===== config.mk =====
export PLATFORM = sky130hd
export DESIGN_NAME = sonic_v1_15_jtag_master_timing_adt_rl
export DESIGN_NICKNAME = d
export VERILOG_FILES = /design/src/rtl/sonic_v1_15_st_pkg.sv /design/src/rtl/sonic_v1_15_st_fifo_mem.sv /design/src/rtl/sonic_v1_15_jtag_master_timing_adt_rl.sv
export SDC_FILE = /design/constraint.sdc
export NUM_CORES = 1
export LEC_CHECK = 0
export ABC_AREA = 0
export CAP_MARGIN = 25
export CORE_MARGIN = 2
export CORE_UTILIZATION = 41
export CTS_CLUSTER_DIAMETER = 80
export DETAILED_ROUTE_END_ITERATION = 12
export PLACE_DENSITY = 0.66
export SYNTH_ARGS = -nofsm -noshare
export SYNTH_HDL_FRONTEND = slang
export SYNTH_SLANG_ARGS = --single-unit

===== constraint.sdc =====
create_clock -name clk -period 3.03 [get_ports clk]
set_clock_uncertainty 0.1 [all_clocks]
set_input_delay 0.4545 -clock clk [delete_from_list [all_inputs] [get_ports clk]]
set_output_delay 0.4545 -clock clk [all_outputs]
set_load 0.02 [all_outputs]

===== src/rtl/sonic_v1_15_st_pkg.sv =====
// Shared helpers for the sonic v1.15 Avalon-ST adapters: width math and
// the ready-latency configuration check.
package sonic_v1_15_st_pkg;

    localparam int unsigned RL_MIN = 1;
    localparam int unsigned RL_MAX = 3;

    // Ceiling log2; clog2(1) is 0.
    function automatic int unsigned clog2(input int unsigned value);
        int unsigned r;
        r = 0;
        while ((64'd1 << r) < 64'(value)) begin
            r = r + 1;
        end
        return r;
    endfunction

    // Legal adapter configuration: RL in range, power-of-two depth, room for in-flight beats.
    function automatic bit rl_cfg_ok(input int unsigned rl, input int unsigned depth);
        bit pow2;
        pow2 = (depth != 0) && ((depth & (depth - 1)) == 0);
        return (rl >= RL_MIN) && (rl <= RL_MAX) && pow2 && (depth >= rl + 2);
    endfunction

endpackage


===== src/rtl/sonic_v1_15_st_fifo_mem.sv =====
// DEPTH x DATA_W register array: one synchronous write port, one
// asynchronous read port. Contents are intentionally not reset.
module sonic_v1_15_st_fifo_mem #(
    parameter int unsigned DATA_W = 8,
    parameter int unsigned DEPTH  = 4,
    parameter int unsigned ADDR_W = 2
) (
    input  logic              clk,
    input  logic              i_we,
    input  logic [ADDR_W-1:0] i_waddr,
    input  logic [DATA_W-1:0] i_wdata,
    input  logic [ADDR_W-1:0] i_raddr,
    output logic [DATA_W-1:0] o_rdata
);

    logic [DATA_W-1:0] r_mem [DEPTH];

    always_ff @(posedge clk) begin
        if (i_we) begin
            r_mem[i_waddr] <= i_wdata;
        end
    end

    assign o_rdata = r_mem[i_raddr];

endmodule


===== src/rtl/sonic_v1_15_jtag_master_timing_adt_rl.sv =====
// Ready-latency adapter (upstream RL=IN_READY_LATENCY -> downstream RL=0)
// for the JTAG master return path; an elastic FIFO absorbs in-flight beats.
module sonic_v1_15_jtag_master_timing_adt_rl
    import sonic_v1_15_st_pkg::*;
#(
    parameter int unsigned DATA_W           = 8,
    parameter int unsigned IN_READY_LATENCY = 1,
    parameter int unsigned DEPTH            = 4
) (
    input  logic              clk,
    input  logic              reset,
    input  logic              in_valid,
    input  logic [DATA_W-1:0] in_data,
    output logic              in_ready,
    output logic              out_valid,
    output logic [DATA_W-1:0] out_data,
    input  logic              out_ready,
    output logic              overflow
);

    localparam int unsigned PTR_W  = clog2(DEPTH);
    localparam int unsigned CNT_W  = PTR_W + 1;
    localparam int unsigned THRESH = DEPTH - 1 - IN_READY_LATENCY;

    generate
        if (!rl_cfg_ok(IN_READY_LATENCY, DEPTH)) begin : g_cfg_err
            $error("sonic_v1_15_jtag_master_timing_adt_rl: illegal IN_READY_LATENCY/DEPTH combination");
        end
    endgenerate

    logic [PTR_W-1:0]  r_wr_ptr;
    logic [PTR_W-1:0]  r_rd_ptr;
    logic [CNT_W-1:0]  r_count;
    logic              r_in_ready;
    logic              r_overflow;

    logic              w_out_valid;
    logic              w_full;
    logic              w_pop;
    logic              w_push;
    logic              w_drop;
    logic [CNT_W-1:0]  w_count_next;
    logic [DATA_W-1:0] w_rd_data;

    // A full FIFO still takes a beat when the head leaves in the same cycle.
    assign w_out_valid  = (r_count != '0);
    assign w_full       = (r_count == CNT_W'(DEPTH));
    assign w_pop        = w_out_valid & out_ready;
    assign w_push       = in_valid & (~w_full | w_pop);
    assign w_drop       = in_valid & w_full & ~w_pop;
    assign w_count_next = r_count + CNT_W'(w_push) - CNT_W'(w_pop);

    // in_ready looks only at count_next, so it leaves room for RL in-flight beats.
    always_ff @(posedge clk or posedge reset) begin
        if (reset) begin
            r_wr_ptr   <= '0;
            r_rd_ptr   <= '0;
            r_count    <= '0;
            r_in_ready <= 1'b0;
            r_overflow <= 1'b0;
        end else begin
            if (w_push) begin
                r_wr_ptr <= r_wr_ptr + PTR_W'(1);
            end
            if (w_pop) begin
                r_rd_ptr <= r_rd_ptr + PTR_W'(1);
            end
            r_count    <= w_count_next;
            r_in_ready <= (w_count_next <= CNT_W'(THRESH));
            if (w_drop) begin
                r_overflow <= 1'b1;
            end
        end
    end

    sonic_v1_15_st_fifo_mem #(
        .DATA_W (DATA_W),
        .DEPTH  (DEPTH),
        .ADDR_W (PTR_W)
    ) u_mem (
        .clk     (clk),
        .i_we    (w_push),
        .i_waddr (r_wr_ptr),
        .i_wdata (in_data),
        .i_raddr (r_rd_ptr),
        .o_rdata (w_rd_data)
    );

    assign in_ready  = r_in_ready;
    assign out_valid = w_out_valid;
    assign out_data  = w_rd_data;
    assign overflow  = r_overflow;

endmodule


==> impl_metrics.tcl, run 1 <==
set metrics [dict create \
    wl_um 2440 \
    dieArea_um2 4550 \
    drt-initial-drc-count 42 \
    path_class "in -> reg" \
    antenna_left 0 \
    layout.cells.most_common_list "32 x edfxtp_1, 22 x clkdlybuf4s50_1, 9 x dfrtp_1" \
    die_h_um 67.5 \
    overflow 0 \
    vias 779 \
    slowest_stage "clkdlybuf4s50_1" \
    fin_crit_ns 2.64 \
    path_buf_inv 4 \
    synth_top_family_by_area "multiplexers" \
    cts.clk_slew.worst_paths_ns 0.07 \
    start_kind "primary input" \
    setup_viol_count_final 0 \
    antenna_found_initial 0 \
    synthSimpleGateAreaFrac_pct 4.47 \
    cp.arrival_ns 2.71 \
    crit_top_cell "inv_1" \
    start_util_pct 41.9 \
    cts.path.max_buffers 2 \
    vias_per_cell 4.84 \
    synth_compound_area_share_pct 1.44 \
    maxSlewHeadroom_pct 71.0 \
    min_path_type "in -> async" \
    peakVddDrop_mv 0.430 \
    post_synth.cell_area_avg_um2 20.2 \
    r2r-start "r_count[1]" \
    rsz0062_at_grt "false" \
    synth_mux_area_share_pct 11.8 \
    clock.fmax_mhz 379 \
    drc 0 \
    synth_ff_type "edfxtp_1" \
    critical_path.max_stage_delay_ns 0.52 \
    tightest_slew_ns 0.435 \
    post_cts_buffers 0 \
    place_congestion 0.668 \
    ys_seq_elements 41 \
    cts_tree "built" \
    multi_input_area_um2 432 \
    dieWidth_um 67.5 \
    cp.required_ns 3.10 \
    netlist_area_um2 1650 \
    grt_max_degree 14 \
    grt_pass1_vias 807 \
    cts_buffers 5 \
    crit_path_end_kind "register" \
    ff_latch_area_um2 1190 \
    dp_hpwl_um 1710 \
    p_total_w 0.00196 \
    seq_area_frac_synth_pct 71.8 \
    insertion_delay_ns 0.28 \
    area_growth_syn_to_layout_pct 22.3 \
    grt_usage_pct 12.8 \
    slew_viol_final 0 \
    layout_commonest_cell "edfxtp_1" \
    worstReg2RegEnd "in_ready" \
    synth.net_count 101 \
    rrSetupSlack_ns 0.57 \
    grt_pass1_wl_um 3890 \
    fin_setup_tns_ns 0 \
    drive_gt1_share_pct 23.4 \
    path_cells "clkdlybuf4s50_1, nor4b_4, nor2b_2, inv_1, ha_1, inv_1, ha_1, inv_1, fa_1, xnor2_1, xnor2_1, a21oi_1" \
    synth-edff-count 32 \
    rows 23 \
    p_per_area_nw_per_um2 971 \
    synthArstFlopShare_pct 22.0 \
    cpLargestDelayFamily "adder cells" \
    diodes 0 \
    ff2ff_path_depth 11 \
    cts_hold_buffers 0 \
    ioPinCount 23 \
    port_buffers 22 \
    period_share_pct 87.1 \
    synthDistinctLibCells 19 \
    p_leak_nw 0.733 \
    status "finished, final reports clean" \
    drv_cap 0 \
    syn_inst 82 \
    synth-xor-area-share_pct 2.65 \
    synth_fa_ha_area_share_pct 5.75 \
    hold_violations 0 \
    wire_per_inst_um 15.1 \
    coreArea_um2 3940 \
    layout.nets 129 \
    clock-sinks 41 \
    drtPass1Iterations 4 \
    cp_max_fo 7 \
    yosys_warnings 0 \
    cts.htree.levels 2 \
    root_buffer "clkbuf_8" \
    cts-resized-gates 0 \
    fillers 333 \
]
cell usage after synthesis (4+ instances only):
cell type	number	area, um^2
mux4_2	8	180
ha_1	6	75.1
and2_2	4	30.0
inv_1	7	26.3
xnor2_1	4	35.0
edfxtp_1	32	961
dfrtp_1	9	225
flip-flops by register name, summed over array words and instances, names as in the netlist:
signal and flops:
u_mem.r_mem 32, r_count 3, r_rd_ptr 2, r_wr_ptr 2, in_ready 1, overflow 1
metrics by stage:
step	utilization (%)	instances	hold slack [ns]	area, um^2	worst slack (ns)
floorplan	-	82	0.182	1650	0.745
global placement	49.1	153	0.346	1930	0.132
detailed placement	49.1	153	0.353	1930	0.0639
CTS	51.3	161	0.333	2020	0.371
global route	51.3	161	0.349	2020	0.215
finish	51.3	161	0.328	2020	0.392
worst max path at each step:
stage / startpoint / end / slack (ns) / cells past startpoint
3_3_place_gp: out_ready / in_ready / 0.13 / 12
4_1_cts: r_rd_ptr[0] / out_data[7] / 0.37 / 3
2_1_floorplan: out_ready / in_ready / 0.75 / 11
3_5_place_dp: out_ready / in_ready / 0.06 / 12
5_1_grt: out_ready / in_ready / 0.21 / 12
6_report: out_ready / in_ready / 0.39 / 12
layer usage:
metal | up-vias | global-route usage (%) | wire (um) | part of all wire (%)
met1 | 396 | 15.3 | 1040 | 43
met4 | 0 | 6.89 | 30 | 1.2
met5 | - | 0 | 0 | 0
met3 | 3 | 4.50 | 90 | 3.7
met2 | 17 | 20.2 | 1280 | 52
li1 | 363 | - | - | -
where the power goes:
part,internal [W],leakage (nW),total (W),switching (W)
Sequential,0.000767,0.398,0.000876,0.000109
Clock,0.000159,0.0455,0.000339,0.000180
Combinational,0.000404,0.290,0.000747,0.000343
cell type report:
cell class                      instances  share of cell area [%]
Multi-Input combinational cell         32                    21.4
Clock buffer                            5                    3.41
Inverter                                7                    1.30
Clock inverter                          3                   0.867
Sequential cell                        41                    58.7
Tap cell                               50                    3.10
Timing Repair Buffer                   23                    11.3
kinds of logic after synthesis:
logic type               after synthesis
AND/OR/NAND/NOR                        8
AO/OA/AOI/OAI                          3
buffers and inverters                  9
XOR/XNOR                               5
multiplexers                           9
adder cells (fa/ha/maj)                7
flip-flops                            41
Note: power is estimated with default switching activity, not from simulation.
==> run 2, diff against run 1 <==
- HOLD_SLACK_MARGIN: unset -> 0.12
==> results of run 2 <==
Same layout as run 1: the final DEF is identical, and so are final timing and power.
==> run 3, diff against run 2 <==
- CAP_MARGIN: 25 -> 20
==> results of run 3 <==
Same layout as run 1: the final DEF is identical, and so are final timing and power.
